==> src/rtl/ysyx_23060184_rf_scoreboard.sv <==
// Integer register file with a per-register busy scoreboard that stalls issue on RAW/WAW hazards.
// Optional feature macro RF_BYPASS_EN: forwards writeback data to reads and releases hazards in the writeback cycle.
module ysyx_23060184_rf_scoreboard #(
    parameter int ADDR_WIDTH = 5,
    parameter int DATA_WIDTH = 32,
    parameter int ECALL_REG  = 15
) (
    input  logic                  clk,
    input  logic                  rst_n,
    input  logic [ADDR_WIDTH-1:0] raddr1,
    input  logic [ADDR_WIDTH-1:0] raddr2,
    output logic [DATA_WIDTH-1:0] rdata1,
    output logic [DATA_WIDTH-1:0] rdata2,
    input  logic                  ecall,
    input  logic                  issue_valid,
    input  logic [ADDR_WIDTH-1:0] issue_rd,
    output logic                  issue_ready,
    input  logic                  wb_valid,
    input  logic [ADDR_WIDTH-1:0] wb_addr,
    input  logic [DATA_WIDTH-1:0] wb_data,
    output logic                  wb_done,
    output logic                  wb_orphan
);
    localparam int NREGS = 1 << ADDR_WIDTH;
    localparam logic [ADDR_WIDTH-1:0] ECALL_IDX = ADDR_WIDTH'(ECALL_REG);

    logic [DATA_WIDTH-1:0] rf_q [NREGS];
    logic [DATA_WIDTH-1:0] rf_d [NREGS];
    logic [NREGS-1:0]      busy_q;
    logic [NREGS-1:0]      busy_d;
    logic [NREGS-1:0]      busy_eff;
    logic                  wb_done_q, wb_done_d;
    logic                  wb_orphan_q, wb_orphan_d;
    logic [ADDR_WIDTH-1:0] raddr2_eff;
    logic                  wb_en;
    logic                  issue_fire;

    assign wb_en      = wb_valid && (wb_addr != '0);
    assign raddr2_eff = ecall ? ECALL_IDX : raddr2;

`ifdef RF_BYPASS_EN
    logic [NREGS-1:0] wb_hit;

    always_comb begin
        wb_hit = '0;
        if (wb_en) wb_hit[wb_addr] = 1'b1;
    end

    // A register retiring this cycle no longer blocks its consumer.
    assign busy_eff = busy_q & ~wb_hit;
`else
    assign busy_eff = busy_q;
`endif

    always_comb begin
        rdata1 = (raddr1 == '0) ? '0 : rf_q[raddr1];
        rdata2 = (raddr2_eff == '0) ? '0 : rf_q[raddr2_eff];
`ifdef RF_BYPASS_EN
        if (wb_en && (raddr1 == wb_addr)) rdata1 = wb_data;
        if (wb_en && (raddr2_eff == wb_addr)) rdata2 = wb_data;
`endif
    end

    // busy_q[0] is never set, so index 0 can never raise a hazard.
    assign issue_ready = !busy_eff[raddr1] && !busy_eff[raddr2_eff] && !busy_eff[issue_rd];
    assign issue_fire  = issue_valid && issue_ready && (issue_rd != '0);

    always_comb begin
        rf_d        = rf_q;
        busy_d      = busy_q;
        wb_done_d   = wb_en;
        wb_orphan_d = wb_en && !busy_q[wb_addr];
        if (wb_en) begin
            rf_d[wb_addr]   = wb_data;
            busy_d[wb_addr] = 1'b0;
        end
        // Applied after the writeback clear so a same-index reservation wins.
        if (issue_fire) busy_d[issue_rd] = 1'b1;
    end

    always_ff @(posedge clk or negedge rst_n) begin
        if (!rst_n) begin
            for (int i = 0; i < NREGS; i++) rf_q[i] <= '0;
            busy_q      <= '0;
            wb_done_q   <= 1'b0;
            wb_orphan_q <= 1'b0;
        end else begin
            rf_q        <= rf_d;
            busy_q      <= busy_d;
            wb_done_q   <= wb_done_d;
            wb_orphan_q <= wb_orphan_d;
        end
    end

    assign wb_done   = wb_done_q;
    assign wb_orphan = wb_orphan_q;
endmodule

==> config.mk <==
export PLATFORM = sky130hd
export DESIGN_NAME = ysyx_23060184_rf_scoreboard
export DESIGN_NICKNAME = d
export VERILOG_FILES = /design/src/rtl/ysyx_23060184_rf_scoreboard.sv
export SDC_FILE = /design/constraint.sdc
export NUM_CORES = 2
export LEC_CHECK = 0
export CAP_MARGIN = 0
export CORE_AREA = 2 2 315 317
export DETAILED_ROUTE_END_ITERATION = 6
export DIE_AREA = 0 0 317 319
export GPL_TIMING_DRIVEN = 1
export PLACE_DENSITY_LB_ADDON = 0.3
export SKIP_CTS_REPAIR_TIMING = 1
export SLEW_MARGIN = 20
export SYNTH_ARGS = -nofsm -noshare
export SYNTH_HDL_FRONTEND = slang
export SYNTH_SLANG_ARGS = --single-unit
==> constraint.sdc <==
create_clock -name clk -period 4.41 [get_ports clk]
set_input_delay 0.6615 -clock clk [delete_from_list [all_inputs] [get_ports clk]]
set_output_delay 0.6615 -clock clk [all_outputs]
set_load 0.1 [all_outputs]
Word-level counts from Yosys, hierarchy flattened --
Index checks and enable logic that the tools add are counted.
Cells by class: reductions and logical operators 17, order comparisons 10, bitwise logic cells 6, multiplexer cells 26
Operators with widths (count):
- $bwmux 1024 | 1
- $bmux 32 s5 | 2
- $mux 32 | 9
- $demux 32 s5 | 1
- $and 32x32->32 | 1
- $not 32->32 | 1
- $or 32x32->32 | 1
- $lt 5x6->1 const B | 4
- $bmux 1 s5 | 4
- $ge 6x6->1 const B | 3
- $not 5->6 | 3
- $demux 1 s5 | 2
- $ge 5x1->1 const B | 2
- $logic_not 5->1 | 2
- $reduce_bool 5->1 | 2
- $logic_and 1x1->1 | 9
- $lt 6x1->1 const B | 1
- $mux 1 | 6
- $mux 5 | 1
- $logic_not 1->1 | 4
Word-level totals: register bits 1058, logic and storage cells 94, output and inout bits 67

Depth between registers and ports, before layout --
depth in word-level cells 9, depth in mapped cells 10

Worst setup path after synthesis --
OpenSTA, ideal clock, no wires.
kind in2out, from input port raddr2[0], to output port rdata2[30], buffers on the path 4, stages 10, setup slack -0.636 ns, arrival time 4.385 ns, cell sequence buf_2 > or2_2 > clkbuf_1 > clkbuf_1 > clkbuf_1 > nand2_1 > a21oi_1 > nor2_1 > o311ai_0 > nor3b_1
On the way: word-level cells in the longest chain between the ends 6, elaborated cells between the ends (all ways) 7, classes of those cells mux: 5; bitwise: 1; reduce/logical: 1
Ends and longest elaborated chain:
- start: declaration | RTL line 11 | input logic [ADDR_WIDTH-1:0] raddr2,
- $mux 5 (*) | RTL line 39 | assign raddr2_eff = ecall ? ECALL_IDX : raddr2;
- $not 5->6 (not written as such) | RTL line 57 | rdata2 = (raddr2_eff == '0) ? '0 : rf_q[raddr2_eff];
- $bmux 32 s5 | RTL line 57
- $mux 32 (not written as such) (2 in a row) | RTL line 57
- $mux 32 (*) | RTL line 57
- end: declaration | RTL line 13 | output logic [DATA_WIDTH-1:0] rdata2,
Mark *: on every way between the ends. The rest lies on a longest branch, timed or not. The select of a mux whose other input is x is not followed.

Worst setup path after layout --
from input port raddr1[0], to output port rdata1[0]
On the way: word-level cells in the longest chain between the ends 5, elaborated cells between the ends (all ways) 6, classes of those cells mux: 4; bitwise: 1; reduce/logical: 1
Ends and longest elaborated chain:
- start: declaration | RTL line 10 | input logic [ADDR_WIDTH-1:0] raddr1,
- $not 5->6 (not written as such) | RTL line 56 | rdata1 = (raddr1 == '0) ? '0 : rf_q[raddr1];
- $bmux 32 s5 | RTL line 56
- $mux 32 (not written as such) (2 in a row) | RTL line 56
- $mux 32 (*) | RTL line 56
- end: declaration | RTL line 12 | output logic [DATA_WIDTH-1:0] rdata1,
Marks and branches as above.

==> results.cfg <==
[sta]
min_period_over_period = 0.921
max_freq_ghz = 0.246
tightest_slew_ns = 1.14
whs_ns = 0.0736
rsz0062_at_grt = no
finalHoldViolCount = 0
max-slew-margin-rel = 0.241
drv_slew = 0
period_minus_slack_ns = 4.06
fin_worst_skew_ns = 0.00759
fin_tns_setup_ns = 0
setup_violations = 0

[setup_path]
cp_top_family = multiplexers
critPathArrivalTime_ns = 3.40
worst-r2r-cell-count = 7
critical_path.startpoint_type = input port
r2r_slack_ns = 1.79
worstPathRequired_ns = 3.75
critical_path.max_fanout = 19
cp_cell_sequence = buf_8, buf_12, buf_4, mux4_2, mux4_2, mux2i_1, nor2_1, buf_12
critPathCaptureType = output pin
cp_num_buf_inv = 4
reg2reg_from = busy_eff[18]
crit_type = input port to output pin
startpoint = raddr1[0]
cpMaxStageDelayCell = mux4_2
slowest_delay_ns = 0.56
r2r_end = busy_eff[24]

[synth]
ys_async_sr_fraction = 1.00
synth_nets = 4493
postSynthAreaPerCell_um2 = 13.2
synth_flop_cell = dfrtp_1
synthSimpleGateAreaFrac = 0.0516
seq_area_frac_synth = 0.454
muxShareOfSynthArea = 0.381
synth_compound_area_frac = 0.0770
yosysUniqueCellTypes = 53
synth_edf_count = 0
ys_seq_elements = 1058
synth_top_family_by_area = multiplexers
synth-xor-area-share = 0
syn-cell-area_um2 = 58300
synthAdderAreaFrac = 0
synth_cells = 4436
synth_warnings = 0

[detailed_routing]
viasPerCell = 7.34
post-route-drc-count = 0
dr.pass1.iters = 6
drt_iter0_drc = 5368
avgRoutedWirePerCell_um = 32.7
ant_nets = 0
drt_wl_total_mm = 188
vias = 42200

[global_routing]
grt_pass1_wl_mm = 280
grt_util_all_layers = 0.373
grt_pass1_vias = 42300
grt_max_degree = 97
grt_overflow = 0
grt_antenna_before_repair = 7

[final_layout]
final_util = 0.677
nNetsFinal = 4423
syn_to_final_growth_pct = 13.3
seq_area_um2 = 26500
multi_input_area_um2 = 30000
layout_commonest_cell = mux2_2
layout-drive-gt1-share = 0.480
fill_cells = 6731
layout_common_cells = 1,184 x mux2_2, 1,058 x dfrtp_1, 380 x nand2_1, 346 x mux4_2, 153 x buf_4

[cts]
numClockSinks = 1058
cts_root_buf = clkbuf_16
cts_tree = yes
clock_path_buffers = 3
clock_latency_ns = 0.71
htree_levels = 3
path_clk_slew_ns = 0.06
cts_made_buffers = 110

[pwr]
ir_drop_uv = 417
p_per_area_nw_per_um2 = 456
p_leak_nw = 28.5

[hold_path]
hold_path.class = input port to asynchronous set/reset pin

[die]
pin_count = 124
rows = 115
die_w_um = 317
start_util = 0.597
core_area_um2 = 97700
die_y_um = 319
die-area_um2 = 101000

[run]
max-cap-violations = 0

[placement]
port_buffers = 123
place_congestion = 0.914
hpwlAfterDp_mm = 109

[run_status]
status = finished, final reports clean
-- metrics by stage --
step	setup WS, ns	instances	power, W	area (µm²)
4_1_cts	0.415	5743	0.0301	66100
5_1_grt	0.315	5743	0.0312	66100
3_3_place_gp	0.429	5541	0.0204	62500
2_1_floorplan	0.231	4436	0.0182	58300
6_report	0.347	5745	0.0302	66100
3_5_place_dp	0.414	5541	0.0207	62500
-- how the worst max path moves through the flow --
| stage | to | slack, ns | cells after the start |
|---|---|---|---|
| 3_5_place_dp | rdata1[0] | 0.41 | 8 |
| 3_3_place_gp | rdata1[0] | 0.43 | 8 |
| 6_report | rdata1[0] | 0.35 | 8 |
| 4_1_cts | rdata1[0] | 0.41 | 8 |
| 2_1_floorplan | issue_ready | 0.23 | 8 |
| 5_1_grt | rdata1[0] | 0.32 | 8 |
-- metal layers --
layer / track usage / up-vias / part of all wire
met5: 0 / - / 0.00013
met1: 0.517 / 21900 / 0.38
met2: 0.549 / 2843 / 0.45
met4: 0.176 / 4 / 0.054
li1: - / 16800 / -
met3: 0.101 / 645 / 0.12
-- kinds of logic (layout without fill, tap and decap cells) --
group,count (synthesis),in the layout
buffers and inverters,531,551
AND/OR/NAND/NOR,692,692
other,0,2
multiplexers,1637,1637
flip-flops,1058,1058
AO/OA/AOI/OAI,518,518
-- registers in the layout, summed over array words and instances, names as in the netlist --
register / count
wb_orphan: 1
wb_done: 1
busy_eff: 32
rf_q: 1024
-- synthesized netlist by cell type, types with 3 or more instances --
| master | count | share of area |
|---|---|---|
| inv_1 | 9 | 0.00058 |
| o31ai_2 | 23 | 0.0049 |
| nor3_1 | 6 | 0.00051 |
| dfrtp_1 | 1058 | 0.45 |
| nand2_1 | 395 | 0.025 |
| o21ai_0 | 12 | 0.0010 |
| or2_2 | 4 | 0.00043 |
| mux2i_1 | 103 | 0.018 |
| and3_1 | 4 | 0.00043 |
| nor2b_1 | 67 | 0.0072 |
| o221ai_1 | 64 | 0.0096 |
| o22ai_1 | 62 | 0.0066 |
| a311oi_1 | 62 | 0.0093 |
| nand3_1 | 96 | 0.0082 |
| buf_6 | 5 | 0.00097 |
| a32oi_1 | 31 | 0.0047 |
| a31oi_1 | 35 | 0.0038 |
| mux4_2 | 346 | 0.13 |
| and2_1 | 4 | 0.00043 |
| buf_1 | 78 | 0.0050 |
| clkbuf_1 | 338 | 0.022 |
| a22oi_1 | 8 | 0.0010 |
| buf_2 | 98 | 0.0084 |
| nand3b_1 | 3 | 0.00039 |
| mux2_2 | 1184 | 0.23 |
| o32ai_2 | 6 | 0.0017 |
| a21oi_1 | 9 | 0.00077 |
| nor2_1 | 94 | 0.0060 |
| mux2_1 | 4 | 0.00077 |
| nor3b_1 | 9 | 0.0012 |
| a311o_1 | 62 | 0.011 |
| o221a_2 | 63 | 0.012 |
| a211oi_1 | 67 | 0.0086 |
| and3b_1 | 3 | 0.00045 |
-- layout make-up --
| type | instances | area share |
|---|---|---|
| Multi-Input combinational cell | 2847 | 0.454 |
| Clock buffer | 167 | 0.0502 |
| Tap cell | 1287 | 0.0244 |
| Timing Repair Buffer | 339 | 0.0655 |
| Sequential cell | 1058 | 0.400 |
| Inverter | 10 | 0.000568 |
| Antenna cell | 2 | 0.0000757 |
| Clock inverter | 35 | 0.00467 |
-- report_power, final --
| part | total [W] | internal (W) | switching (W) |
|---|---|---|---|
| logic | 0.00770 | 0.00398 | 0.00372 |
| clock network | 0.00940 | 0.00540 | 0.00401 |
| registers | 0.0131 | 0.0116 | 0.00149 |
| total | 0.0302 | 0.0209 | 0.00921 |
(Power assumes the default switching activity.)
